$ cat src/rtl/ext_led_pkg.sv
// Shared addresses, register offsets and state types for the LED pattern sequencer.
package ext_led_pkg;

   localparam logic [31:0] EXT_LED_ADDR = 32'h8000_0000;
   localparam logic [31:0] SEQ_BASE     = 32'h8000_0100;

   localparam logic [7:0] OFF_CTRL    = 8'h00;
   localparam logic [7:0] OFF_DWELL   = 8'h04;
   localparam logic [7:0] OFF_LEN     = 8'h08;
   localparam logic [7:0] OFF_STATUS  = 8'h0C;
   localparam logic [7:0] OFF_PATTERN = 8'h20;

   localparam int CTRL_EN   = 0;
   localparam int CTRL_LOOP = 1;

   typedef enum logic [1:0] {
      ST_IDLE,
      ST_LOAD,
      ST_WAIT,
      ST_DONE
   } seq_state_e;

   typedef enum logic [1:0] {
      RD_NONE,
      RD_GPIO,
      RD_SEQ
   } rd_tgt_e;

endpackage

$ cat src/rtl/ext_led_seq_regs.sv
// Sequencer register window: CTRL/DWELL/LEN/STATUS, pattern table, and the
// registered CPU read path that also covers reads of the GPIO register.
module ext_led_seq_regs
   import ext_led_pkg::*;
#(
   parameter int          NUM_PAT   = 8,
   parameter int          DWELL_W   = 24,
   parameter logic [31:0] LED_ADDR  = ext_led_pkg::EXT_LED_ADDR,
   parameter logic [31:0] BASE_ADDR = ext_led_pkg::SEQ_BASE
) (
   input  logic               clk_i,
   input  logic               rst_i,
   input  logic [31:0]        addr_i,
   input  logic [31:0]        wdata_i,
   input  logic               rd_i,
   input  logic [3:0]         wr_i,
   input  logic [31:0]        gpio_rdata_i,
   input  logic               busy_i,
   input  logic               done_i,
   input  logic [3:0]         idx_i,
   output logic [31:0]        rdata_o,
   output logic               ctrl_wr_o,
   output logic               ctrl_en_o,
   output logic               loop_o,
   output logic [DWELL_W-1:0] dwell_o,
   output logic [4:0]         len_o,
   output logic [31:0]        pat_o
);

   localparam int         IDX_W     = (NUM_PAT > 1) ? $clog2(NUM_PAT) : 1;
   localparam logic [7:0] NUM_PAT_L = 8'(NUM_PAT);

   logic [1:0]         ctrl_q;
   logic [DWELL_W-1:0] dwell_q;
   logic [4:0]         len_q;
   logic [31:0]        pat_q [NUM_PAT];
   rd_tgt_e            rd_tgt_q;
   logic [31:0]        rdata_q;

   logic               in_win;
   logic [7:0]         off;
   logic [7:0]         off_pat;
   logic               pat_hit;
   logic [IDX_W-1:0]   pat_sel;
   logic               wr_en;
   logic [31:0]        rd_val;

   assign in_win  = (addr_i[31:8] == BASE_ADDR[31:8]);
   assign off     = addr_i[7:0];
   assign off_pat = off - OFF_PATTERN;
   assign pat_hit = in_win && (off >= OFF_PATTERN) && (off_pat[1:0] == 2'b00)
                    && ({2'b00, off_pat[7:2]} < NUM_PAT_L);
   assign pat_sel = off_pat[IDX_W+1:2];

   // A read in the same cycle as a write takes priority; the write is dropped.
   assign wr_en     = in_win && (|wr_i) && !rd_i;
   assign ctrl_wr_o = wr_en && (off == OFF_CTRL);
   assign ctrl_en_o = wdata_i[CTRL_EN];

   assign loop_o  = ctrl_q[CTRL_LOOP];
   assign dwell_o = dwell_q;
   assign len_o   = len_q;
   assign pat_o   = pat_q[idx_i[IDX_W-1:0]];

   always_comb begin
      rd_val = '0;
      if (in_win) begin
         case (off)
            OFF_CTRL:   rd_val = {30'b0, ctrl_q};
            OFF_DWELL:  rd_val = 32'(dwell_q);
            OFF_LEN:    rd_val = {27'b0, len_q};
            OFF_STATUS: rd_val = {24'b0, idx_i, 2'b00, done_i, busy_i};
            default:    rd_val = '0;
         endcase
         if (pat_hit) rd_val = pat_q[pat_sel];
      end
   end

   always_ff @(posedge clk_i) begin
      if (rst_i) begin
         ctrl_q   <= '0;
         dwell_q  <= '0;
         len_q    <= '0;
         for (int i = 0; i < NUM_PAT; i++) pat_q[i] <= '0;
         rd_tgt_q <= RD_NONE;
         rdata_q  <= '0;
      end else begin
         if (wr_en) begin
            case (off)
               OFF_CTRL:  ctrl_q  <= wdata_i[1:0];
               OFF_DWELL: dwell_q <= wdata_i[DWELL_W-1:0];
               OFF_LEN:   len_q   <= wdata_i[4:0];
               default:   ;
            endcase
            if (pat_hit) pat_q[pat_sel] <= wdata_i;
         end
         if (rd_i) begin
            if (addr_i == LED_ADDR) begin
               rd_tgt_q <= RD_GPIO;
            end else if (in_win) begin
               rd_tgt_q <= RD_SEQ;
               rdata_q  <= rd_val;
            end else begin
               rd_tgt_q <= RD_NONE;
            end
         end
      end
   end

   // GPIO data is already registered in the GPIO unit, so only the target is held here.
   always_comb begin
      case (rd_tgt_q)
         RD_GPIO: rdata_o = gpio_rdata_i;
         RD_SEQ:  rdata_o = rdata_q;
         default: rdata_o = '0;
      endcase
   end

endmodule

$ cat src/rtl/ext_led_seq.sv
// LED pattern sequencer and CPU/sequencer arbiter in front of the GPIO LED register.
module ext_led_seq
   import ext_led_pkg::*;
#(
   parameter int          NUM_PAT      = 8,
   parameter int          DWELL_W      = 24,
   parameter logic [31:0] EXT_LED_ADDR = ext_led_pkg::EXT_LED_ADDR,
   parameter logic [31:0] SEQ_BASE     = ext_led_pkg::SEQ_BASE
) (
   input  logic        clk,
   input  logic        rst,
   input  logic [31:0] cpu_addr,
   input  logic [31:0] cpu_data_in,
   input  logic        cpu_rd_strobe,
   input  logic [3:0]  cpu_wr_strobe,
   output logic [31:0] cpu_data_out,
   output logic [31:0] gpio_addr,
   output logic [31:0] gpio_data_in,
   output logic        gpio_rd_strobe,
   output logic [3:0]  gpio_wr_strobe,
   input  logic [31:0] gpio_data_out,
   output logic        seq_busy,
   output logic        seq_done
);

   localparam logic [4:0] NUM_PAT_L = 5'(NUM_PAT);

   seq_state_e         state_q, state_d;
   logic [3:0]         idx_q, idx_d;
   logic [DWELL_W-1:0] cnt_q, cnt_d;

   logic               ctrl_wr, ctrl_en, loop;
   logic [DWELL_W-1:0] dwell;
   logic [4:0]         len;
   logic [31:0]        pat;
   logic [4:0]         eff_len;
   logic               cpu_gpio;
   logic               last_pat;
   logic               seq_wr;

   ext_led_seq_regs #(
      .NUM_PAT   (NUM_PAT),
      .DWELL_W   (DWELL_W),
      .LED_ADDR  (EXT_LED_ADDR),
      .BASE_ADDR (SEQ_BASE)
   ) u_regs (
      .clk_i        (clk),
      .rst_i        (rst),
      .addr_i       (cpu_addr),
      .wdata_i      (cpu_data_in),
      .rd_i         (cpu_rd_strobe),
      .wr_i         (cpu_wr_strobe),
      .gpio_rdata_i (gpio_data_out),
      .busy_i       (seq_busy),
      .done_i       (seq_done),
      .idx_i        (idx_q),
      .rdata_o      (cpu_data_out),
      .ctrl_wr_o    (ctrl_wr),
      .ctrl_en_o    (ctrl_en),
      .loop_o       (loop),
      .dwell_o      (dwell),
      .len_o        (len),
      .pat_o        (pat)
   );

   assign eff_len  = (len > NUM_PAT_L) ? NUM_PAT_L : len;
   assign cpu_gpio = (cpu_addr == EXT_LED_ADDR) && (cpu_rd_strobe || (|cpu_wr_strobe));
   // Also true when LEN was lowered below idx+1 while running.
   assign last_pat = (({1'b0, idx_q} + 5'd1) >= eff_len);

   assign seq_busy = (state_q == ST_LOAD) || (state_q == ST_WAIT);
   assign seq_done = (state_q == ST_DONE);

   always_comb begin
      state_d = state_q;
      idx_d   = idx_q;
      cnt_d   = cnt_q;
      seq_wr  = 1'b0;
      case (state_q)
         ST_IDLE, ST_DONE: begin
            if (ctrl_wr && ctrl_en) begin
               idx_d   = '0;
               state_d = (eff_len == 5'd0) ? ST_DONE : ST_LOAD;
            end
         end
         ST_LOAD: begin
            if (!cpu_gpio) begin
               seq_wr  = 1'b1;
               cnt_d   = dwell;
               state_d = ST_WAIT;
            end
         end
         ST_WAIT: begin
            if (cnt_q == '0) begin
               if (!last_pat) begin
                  idx_d   = idx_q + 4'd1;
                  state_d = ST_LOAD;
               end else if (loop) begin
                  idx_d   = '0;
                  state_d = ST_LOAD;
               end else begin
                  state_d = ST_DONE;
               end
            end else begin
               cnt_d = cnt_q - DWELL_W'(1);
            end
         end
         default: state_d = ST_IDLE;
      endcase
      if (ctrl_wr && !ctrl_en) state_d = ST_IDLE;
   end

   always_ff @(posedge clk) begin
      if (rst) begin
         state_q <= ST_IDLE;
         idx_q   <= '0;
         cnt_q   <= '0;
      end else begin
         state_q <= state_d;
         idx_q   <= idx_d;
         cnt_q   <= cnt_d;
      end
   end

   // CPU traffic to the LED register always wins over the sequencer.
   always_comb begin
      gpio_addr      = EXT_LED_ADDR;
      gpio_data_in   = '0;
      gpio_rd_strobe = 1'b0;
      gpio_wr_strobe = 4'h0;
      if (!rst) begin
         if (cpu_gpio) begin
            gpio_addr      = cpu_addr;
            gpio_data_in   = cpu_data_in;
            gpio_rd_strobe = cpu_rd_strobe;
            gpio_wr_strobe = cpu_rd_strobe ? 4'h0 : cpu_wr_strobe;
         end else if (seq_wr) begin
            gpio_data_in   = pat;
            gpio_wr_strobe = 4'hF;
         end
      end
   end

endmodule

$ cat config.mk
export PLATFORM = sky130hd
export DESIGN_NAME = ext_led_seq
export DESIGN_NICKNAME = d
export VERILOG_FILES = /design/src/rtl/ext_led_pkg.sv /design/src/rtl/ext_led_seq_regs.sv /design/src/rtl/ext_led_seq.sv
export SDC_FILE = /design/constraint.sdc
export NUM_CORES = 1
export LEC_CHECK = 0
export ABC_AREA = 1
export BUFFER_PORTS_ARGS = -buffer_cell sky130_fd_sc_hd__buf_2
export CORE_AREA = 8 8 273 328
export DETAILED_ROUTE_END_ITERATION = 10
export DIE_AREA = 0 0 281 336
export MAX_ROUTING_LAYER = met4
export SETUP_SLACK_MARGIN = 0.2
export SLEW_MARGIN = 20
export SYNTH_ARGS = -nofsm -noshare
export SYNTH_HDL_FRONTEND = slang
export SYNTH_HIERARCHICAL = 1
export SYNTH_SLANG_ARGS = --single-unit
$ cat constraint.sdc
create_clock -name clk -period 2.3 [get_ports clk]
set_input_delay 0.115 -clock clk [delete_from_list [all_inputs] [get_ports clk]]
set_output_delay 0.115 -clock clk [all_outputs]
set_load 0.005 [all_outputs]
==> results of run 1 <==
-- cell type report --
type                       count  area (sq um)  area share [%]
sequential                   351          9600            37.6
multi-input combinational   2101          9460            37.0
timing repair buffer         332          2900            11.3
tap                         1130          1410            5.53
clock buffer                  49          1070            4.17
inverter                     247           956            3.74
clock inverter                18           149           0.583
timing repair inverter         1          6.26          0.0245
-- report_power, final --
part,total (uW),leakage (uW),switching (uW),internal [uW]
clock network,6150,0.000600,2650,3510
logic,5410,0.00731,3560,1840
registers,7480,0.00320,305,7180
total,19000,0.0111,6520,12500
-- Yosys cell counts, drive strengths merged --
cell type | n | area share [%]
clkinv | 1 | 0.018
nor3 | 3 | 0.072
nand3 | 136 | 3.3
and2 | 1 | 0.030
dfxtp | 95 | 9.1
xor2 | 3 | 0.13
xnor2 | 1 | 0.042
ha | 14 | 0.84
nand2 | 769 | 14
o211ai | 1 | 0.036
nor3b | 1 | 0.036
inv | 246 | 4.4
o22ai | 31 | 0.93
a21o | 1 | 0.036
a31oi | 32 | 0.96
and3 | 1 | 0.030
clkbuf | 80 | 1.4
o21ai | 266 | 6.4
conb | 2 | 0.036
edfxtp | 256 | 37
nor2 | 634 | 12
o21bai | 4 | 0.14
nand4 | 31 | 1.5
buf | 122 | 4.3
or2 | 5 | 0.15
a21oi | 134 | 3.2
-- state kept, by name (all words and copies together), names as in the netlist --
signal	cells
state_q	2
u_regs/ctrl_q	2
u_regs/pat_q	256
u_regs/len_o	5
idx_q	4
u_regs/rdata_q	32
u_regs/dwell_o	24
u_regs/rd_tgt_q	2
cnt_q	24
-- worst paths after layout --
| path | from | end | slack [ns] |
|---|---|---|---|
| setup reg to reg | idx_q[0] | idx_q[3] | 0.02 |
| setup / recovery | idx_q[0] | gpio_data_in[0] | -0.13 |
| hold / removal | cpu_data_in[24] | u_regs/pat_q[6][24] | 0.03 |
| hold reg to reg | u_regs/rdata_q[9] | u_regs/rdata_q[9] | 0.45 |
-- critical path, stage by stage, from the launching register on --
cell and delay [ns]:
dfxtp_4 0.38, inv_8 0.14, buf_12 0.17, buf_4 0.16
nor2_1 0.05, o21ai_1 0.14, a21oi_1 0.07, a31oi_1 0.15
nand2_1 0.09, o21ai_1 0.15, buf_4 0.15, buf_2 0.12
-- layer usage --
| layer | vias up | track usage, % |
|---|---|---|
| met5 | - | - |
| met4 | 0 | 7.31 |
| met3 | 205 | 2.19 |
| met2 | 909 | 27.7 |
| met1 | 9411 | 19.9 |
| li1 | 9611 | - |
-- stage by stage --
step | hold WS, ns | instance area, sq um | TNS, ns
after floorplan | 0.184 | 21000 | 0
final | 0.0346 | 25500 | -1.84
after CTS | 0.0208 | 25300 | -2.58
after detailed placement | 0.424 | 23300 | 0
after global routing | 0.0536 | 25500 | -5.82
after global placement | 0.431 | 23300 | 0
-- logic make-up (layout without fill, tap and decap cells) --
family	after synthesis	after routing	share of synthesized area [%]
AO/OA/AOI/OAI	469	469	11.7
AND/OR/NAND/NOR	1581	1581	31.1
adder cells (fa/ha/maj)	14	14	0.839
XOR/XNOR	4	4	0.168
other	2	33	0.0360
buffers and inverters	449	647	10.2
flip-flops	351	351	45.9
-- what timing repair did --
| action | 4_1_cts | 5_1_grt |
|---|---|---|
| setup endpoints to repair | 36 | 59 |
| hold buffers | 26 | 0 |
| endpoints found under the hold margin | 33 | 0 |
| setup buffers | 11 | 3 |
| gates cloned | 12 | 2 |
| pin swaps | 11 | 7 |
| resized for setup | 78 | 64 |
==> summary.md, run 1 <==
| Metric | Value |
|---|---|
| Power Dens Cells | 745 nW/um^2 |
| Skew final | 0.0159 ns |
| Clk pin slew, worst setup/hold paths | 0.06 ns |
| Crit path time final | 2.43 ns |
| Die Y | 336 um |
| Status | complete, but fails checks |
| Core Rows | 117 |
| Met1 WL | 32000 um |
| R2R depth | 16 |
| Fraction of layout cells with a size suffix above 1 | 15.0% |
| Filler cells | 8966 |
| Final HPWL DP | 51700 um |
| Post-Route Utilization | 30.4% |
| H-tree depth | 2 |
| Grt ovf | 0 |
| Drt via density | 4.76 |
| RePlAce Congestion | 0.882 |
| F_max | 411 MHz |
| Setup crit start kind | flip-flop |
| Worst Tran Pin Value | 0.563 ns |
| Layout Nets | 3188 |
| CTS tree | built |
| Register area share after synthesis | 45.9% |
| Initial antenna violation count | 0 |
| Yosys reg bits | 351 |
| Die X | 281 um |
| Routed wl met3 | 6310 um |
| Syn Area/Cell | 7.28 sq um |
| Maximum VDD drop | 0.421 mV |
| Crit end category | output port |
| Fin. Hold Viols | 0 |
| First-pass GRT wire length | 117000 um |
| Placed Cells | 4108 |
| PnR Total Power | 19000 uW |
| Mapped Cells | 2870 |
| Worst hold path cell count | 3 |
| Leakage Power | 0.0111 uW |
| Initial core utilization | 24.8% |
| Drt drc | 0 |
| Arrival time worst endpoint | 2.32 ns |
| Vias in the first global route | 19000 |
| Setup Viol. Count Final | 25 |
| Worst slew margin | 62.5% |
| DR WL/cell | 18.8 um |
| Die area | 94400 sq um |
| Worst min path class | primary input to flip-flop |
| GRT Overall Usage | 16.6% |
| Critical path required time | 2.18 ns |
| Crit path max fanout | 7 |
| Diode count | 0 |
| CTS Root Cell | clkbuf_16 |
| Synthesized area | 20900 sq um |
| Fin. max-slew vios | 0 |
| Met2 Routed Length | 37700 um |
| Commonest non-fill, non-tap cell in the layout | nand2_1 |
| Most frequent cells in the layout | 749 x nand2_1, 615 x nor2_1, 256 x edfxtp_1 |
| Pin count of the biggest net entering global routing | 54 |
| Clock sinks | 351 |
| Routed Wire Length | 79500 um |
| Starting DRC count in detailed routing | 1967 |
| Pre-CTS setup slack | 0.176 ns |
| Pre-antenna DRT Iters | 6 |
| Max-cap violations | 0 |
| Clk_lat worst skew | 0.55 ns |
| Synth Warn # | 6 |
| Final worst-path setup slack | -0.133 ns |
| DR top layer | met4 |
| Final worst-path cycle share | 106% |
| Critical path type | flip-flop to output port |
| Yosys cell types | 41 |
| Area grow syn2layout | 22.3% |
| CORE AREA | 84200 sq um |
| Routed Antenna Nets | 0 |
| Cts bufs inserted | 37 |
| Non-Filler Instances | 4229 |
| Violations in the final reports | setup timing |
| I/O pins | 206 |
| RSZ-0062 raised after global routing | true |
| Port Buffers | 173 |
| Max Buffers Root-to-Sink | 3 |
| Total number of vias | 20100 |
Power figures use the tool's default switching activity.
==> inputs of run 2 (changes only) <==
--- a/config.mk
+++ b/config.mk
@@ -7,9 +7,9 @@
 export LEC_CHECK = 0
 export ABC_AREA = 1
 export BUFFER_PORTS_ARGS = -buffer_cell sky130_fd_sc_hd__buf_2
-export CORE_AREA = 8 8 273 328
+export CORE_AREA = 8 8 218 262
 export DETAILED_ROUTE_END_ITERATION = 10
-export DIE_AREA = 0 0 281 336
+export DIE_AREA = 0 0 226 270
 export MAX_ROUTING_LAYER = met4
 export SETUP_SLACK_MARGIN = 0.2
 export SLEW_MARGIN = 20
==> summary.md, run 2 (synthesis results as in run 1) <==
| Metric | Value |
|---|---|
| Status | complete, but fails checks (unchanged) |
| Violations in the final reports | setup timing (unchanged) |
| Final worst-path cycle share | 105% (was 106%) |
| Largest register FFs | 256 (unchanged) |
| Port Buffers | 173 (unchanged) |
| Worst R2R Start | idx_q[0] (unchanged) |
| Crit end category | output port (unchanged) |
| I/O pins | 206 (unchanged) |
| Comb pwr share | 29.6% (was 28.4%) |
| Drt via density | 5.44 (was 4.76) |
| Final worst-path setup slack | -0.114 ns (was -0.133 ns) |
| Routed Wire Length | 80500 um (was 79500 um) |
| Core Rows | 93 (was 117) |
| Pre-CTS setup slack | 0.104 ns (was 0.176 ns) |
| GRT Overall Usage | 25.7% (was 16.6%) |
| WHS Endpoint | u_regs/pat_q[3][24] (was u_regs/pat_q[6][24]) |
| Skew final | 0.0133 ns (was 0.0159 ns) |
| Die X | 226 um (was 281 um) |
| FF-to-FF End | idx_q[3] (unchanged) |
| Clk_lat worst skew | 0.54 ns (was 0.55 ns) |
| Setup crit start kind | flip-flop (unchanged) |
| Met1 Track Usage GR | 31.5% (was 19.9%) |
| Reg power frac | 39.1% (was 39.3%) |
| Maximum VDD drop | 0.526 mV (was 0.421 mV) |
| Initial core utilization | 39.4% (was 24.8%) |
| Fin. max-slew vios | 0 (unchanged) |
| Worst hold path cell count | 3 (unchanged) |
| Pre-antenna DRT Iters | 6 (unchanged) |
| Crit path max fanout | 5 (was 7) |
| DR WL/cell | 21.0 um (was 18.8 um) |
| Critical path type | flip-flop to output port (unchanged) |
| F_max | 414 MHz (was 411 MHz) |
| Die area | 61000 sq um (was 94400 sq um) |
| Most frequent cells in the layout | 746 x nand2_1, 609 x nor2_1, 256 x edfxtp_1 (was 749 x nand2_1, 615 x nor2_1, 256 x edfxtp_1) |
| CTS tree | built (unchanged) |
| Leakage Power | 0.0112 uW (was 0.0111 uW) |
| Commonest non-fill, non-tap cell in the layout | nand2_1 (unchanged) |
| Fin. Hold Viols | 0 (unchanged) |
| Largest Register | u_regs/pat_q (unchanged) |
| RSZ-0062 raised after global routing | true (unchanged) |
| Sw frac | 34.1% (was 34.2%) |
| Power Dens Cells | 751 nW/um^2 (was 745 nW/um^2) |
| Crit path time final | 2.41 ns (was 2.43 ns) |
| Worst R2R Setup Slack | -0.04 ns (was 0.02 ns) |
| Setup TNS Final | -1.73 ns (was -1.84 ns) |
| Setup Viol. Count Final | 33 (was 25) |
| Largest registers | u_regs/pat_q (256), u_regs/rdata_q (32) (unchanged) |
| Post-Route Utilization | 48.2% (was 30.4%) |
| Total number of vias | 20800 (was 20100) |
| Psw | 6530 uW (was 6520 uW) |
| Pin count of the biggest net entering global routing | 57 (was 54) |
| R2R depth | 17 (was 16) |
| Vias in the first global route | 19500 (was 19000) |
| Worst Tran Pin Value | 0.502 ns (was 0.563 ns) |
| Worst min path class | primary input to flip-flop (unchanged) |
| Cts bufs inserted | 38 (was 37) |
| Fraction of layout cells with a size suffix above 1 | 16.1% (was 15.0%) |
| Hold Crit Start | cpu_data_in[24] (unchanged) |
| Met3 Use GR | 4.42% (was 2.19%) |
| Pint | 12600 uW (was 12500 uW) |
| RePlAce Congestion | 0.932 (was 0.882) |
| Worst slew margin | 66.5% (was 62.5%) |
| Die Y | 270 um (was 336 um) |
| Clock network fraction of total power | 31.3% (was 32.3%) |
| GR Layer Usage met2 | 41.7% (was 27.7%) |
| Final HPWL DP | 49800 um (was 51700 um) |
| Area grow syn2layout | 22.1% (was 22.3%) |
| Max Buffers Root-to-Sink | 3 (unchanged) |
| H-tree depth | 2 (unchanged) |
| First-pass GRT wire length | 118000 um (was 117000 um) |
| Drt drc | 0 (unchanged) |
| Initial antenna violation count | 2 (was 0) |
| Routed Antenna Nets | 0 (unchanged) |
| CTS Root Cell | clkbuf_16 (unchanged) |
| Clk pin slew, worst setup/hold paths | 0.06 ns (about the same) |
| Max-cap violations | 0 (unchanged) |
| Arrival time worst endpoint | 2.30 ns (was 2.32 ns) |
| CORE AREA | 52900 sq um (was 84200 sq um) |
| Grt ovf | 0 (unchanged) |
| Busiest grt layer | met2 (unchanged) |
| Critical path required time | 2.18 ns (about the same) |
| Clock sinks | 351 (unchanged) |
| Starting DRC count in detailed routing | 2302 (was 1967) |
| Layout Nets | 3205 (was 3188) |
[run 2: timing repair]
item / CTS / global route
pin swaps: 30 / 64
hold buffers: 27 / 0
gates cloned: 17 / 5
resized for setup: 156 / 84
hold endpoints to repair: 36 / 0
buffers inserted: 17 / 8
endpoints found under the setup margin: 57 / 88
[run 2: layer usage]
layer,wire length (um),part of all wire [%]
met1,30800,38
met2,38300,48
met3,8290,10
met4,3100,3.9
met5,0,0
[run 2: cell type report]
class                   instances  area, sq um
flip-flops and latches        351         9600
clock buffers                  54         1040
diodes                          2         5.00
multi-input cells            2101         9620
inverters                     247          958
repair buffers                345         3200
well taps                     712          891
fillers                      5195        27500
repair inverters                4         66.3
clock inverters                 9          120
[run 2: power by group through the flow]
stage / Sequential, uW / Combinational, uW / Clock (uW)
detailed placement: 7610 / 4880 / 0
finish: 7490 / 5660 / 5990
global placement: 7590 / 4820 / 0
floorplan: 7520 / 3530 / 0
global route: 7530 / 6250 / 6300
CTS: 7470 / 5460 / 6050
[run 2: stage by stage]
| step | power (uW) | area [sq um] | hold slack [ns] | std cells |
|---|---|---|---|---|
| floorplan | 11000 | 21000 | 0.184 | 2901 |
| global placement | 12400 | 22700 | 0.408 | 3686 |
| detailed placement | 12500 | 22700 | 0.408 | 3686 |
| CTS | 19000 | 25100 | 0.0178 | 3810 |
| global route | 20100 | 25500 | 0.0659 | 3825 |
| finish | 19100 | 25500 | 0.0370 | 3825 |
[run 2: worst max-delay path, cell delays in order (launching register included)]
cell and delay [ns]:
dfxtp_4 0.39, buf_6 0.12, buf_6 0.09, buf_6 0.10, buf_16 0.14, o21ai_0 0.08, o21ai_1 0.15, a21oi_1 0.07
a31oi_2 0.23, nand2_1 0.12, o21ai_1 0.13, buf_2 0.13
[run 2: how the worst max path moves through the flow]
stage	startpoint	endpoint	slack (ns)	depth (start not counted)
2_1_floorplan	cpu_addr[5]	u_regs/pat_q[0][0]	0.16	12
4_1_cts	idx_q[1]	gpio_data_in[8]	-0.11	10
3_5_place_dp	idx_q[0]	gpio_data_in[3]	0.10	8
3_3_place_gp	idx_q[0]	gpio_data_in[5]	0.14	10
6_report	idx_q[0]	gpio_data_in[28]	-0.11	11
5_1_grt	idx_q[0]	gpio_data_in[3]	-0.21	10
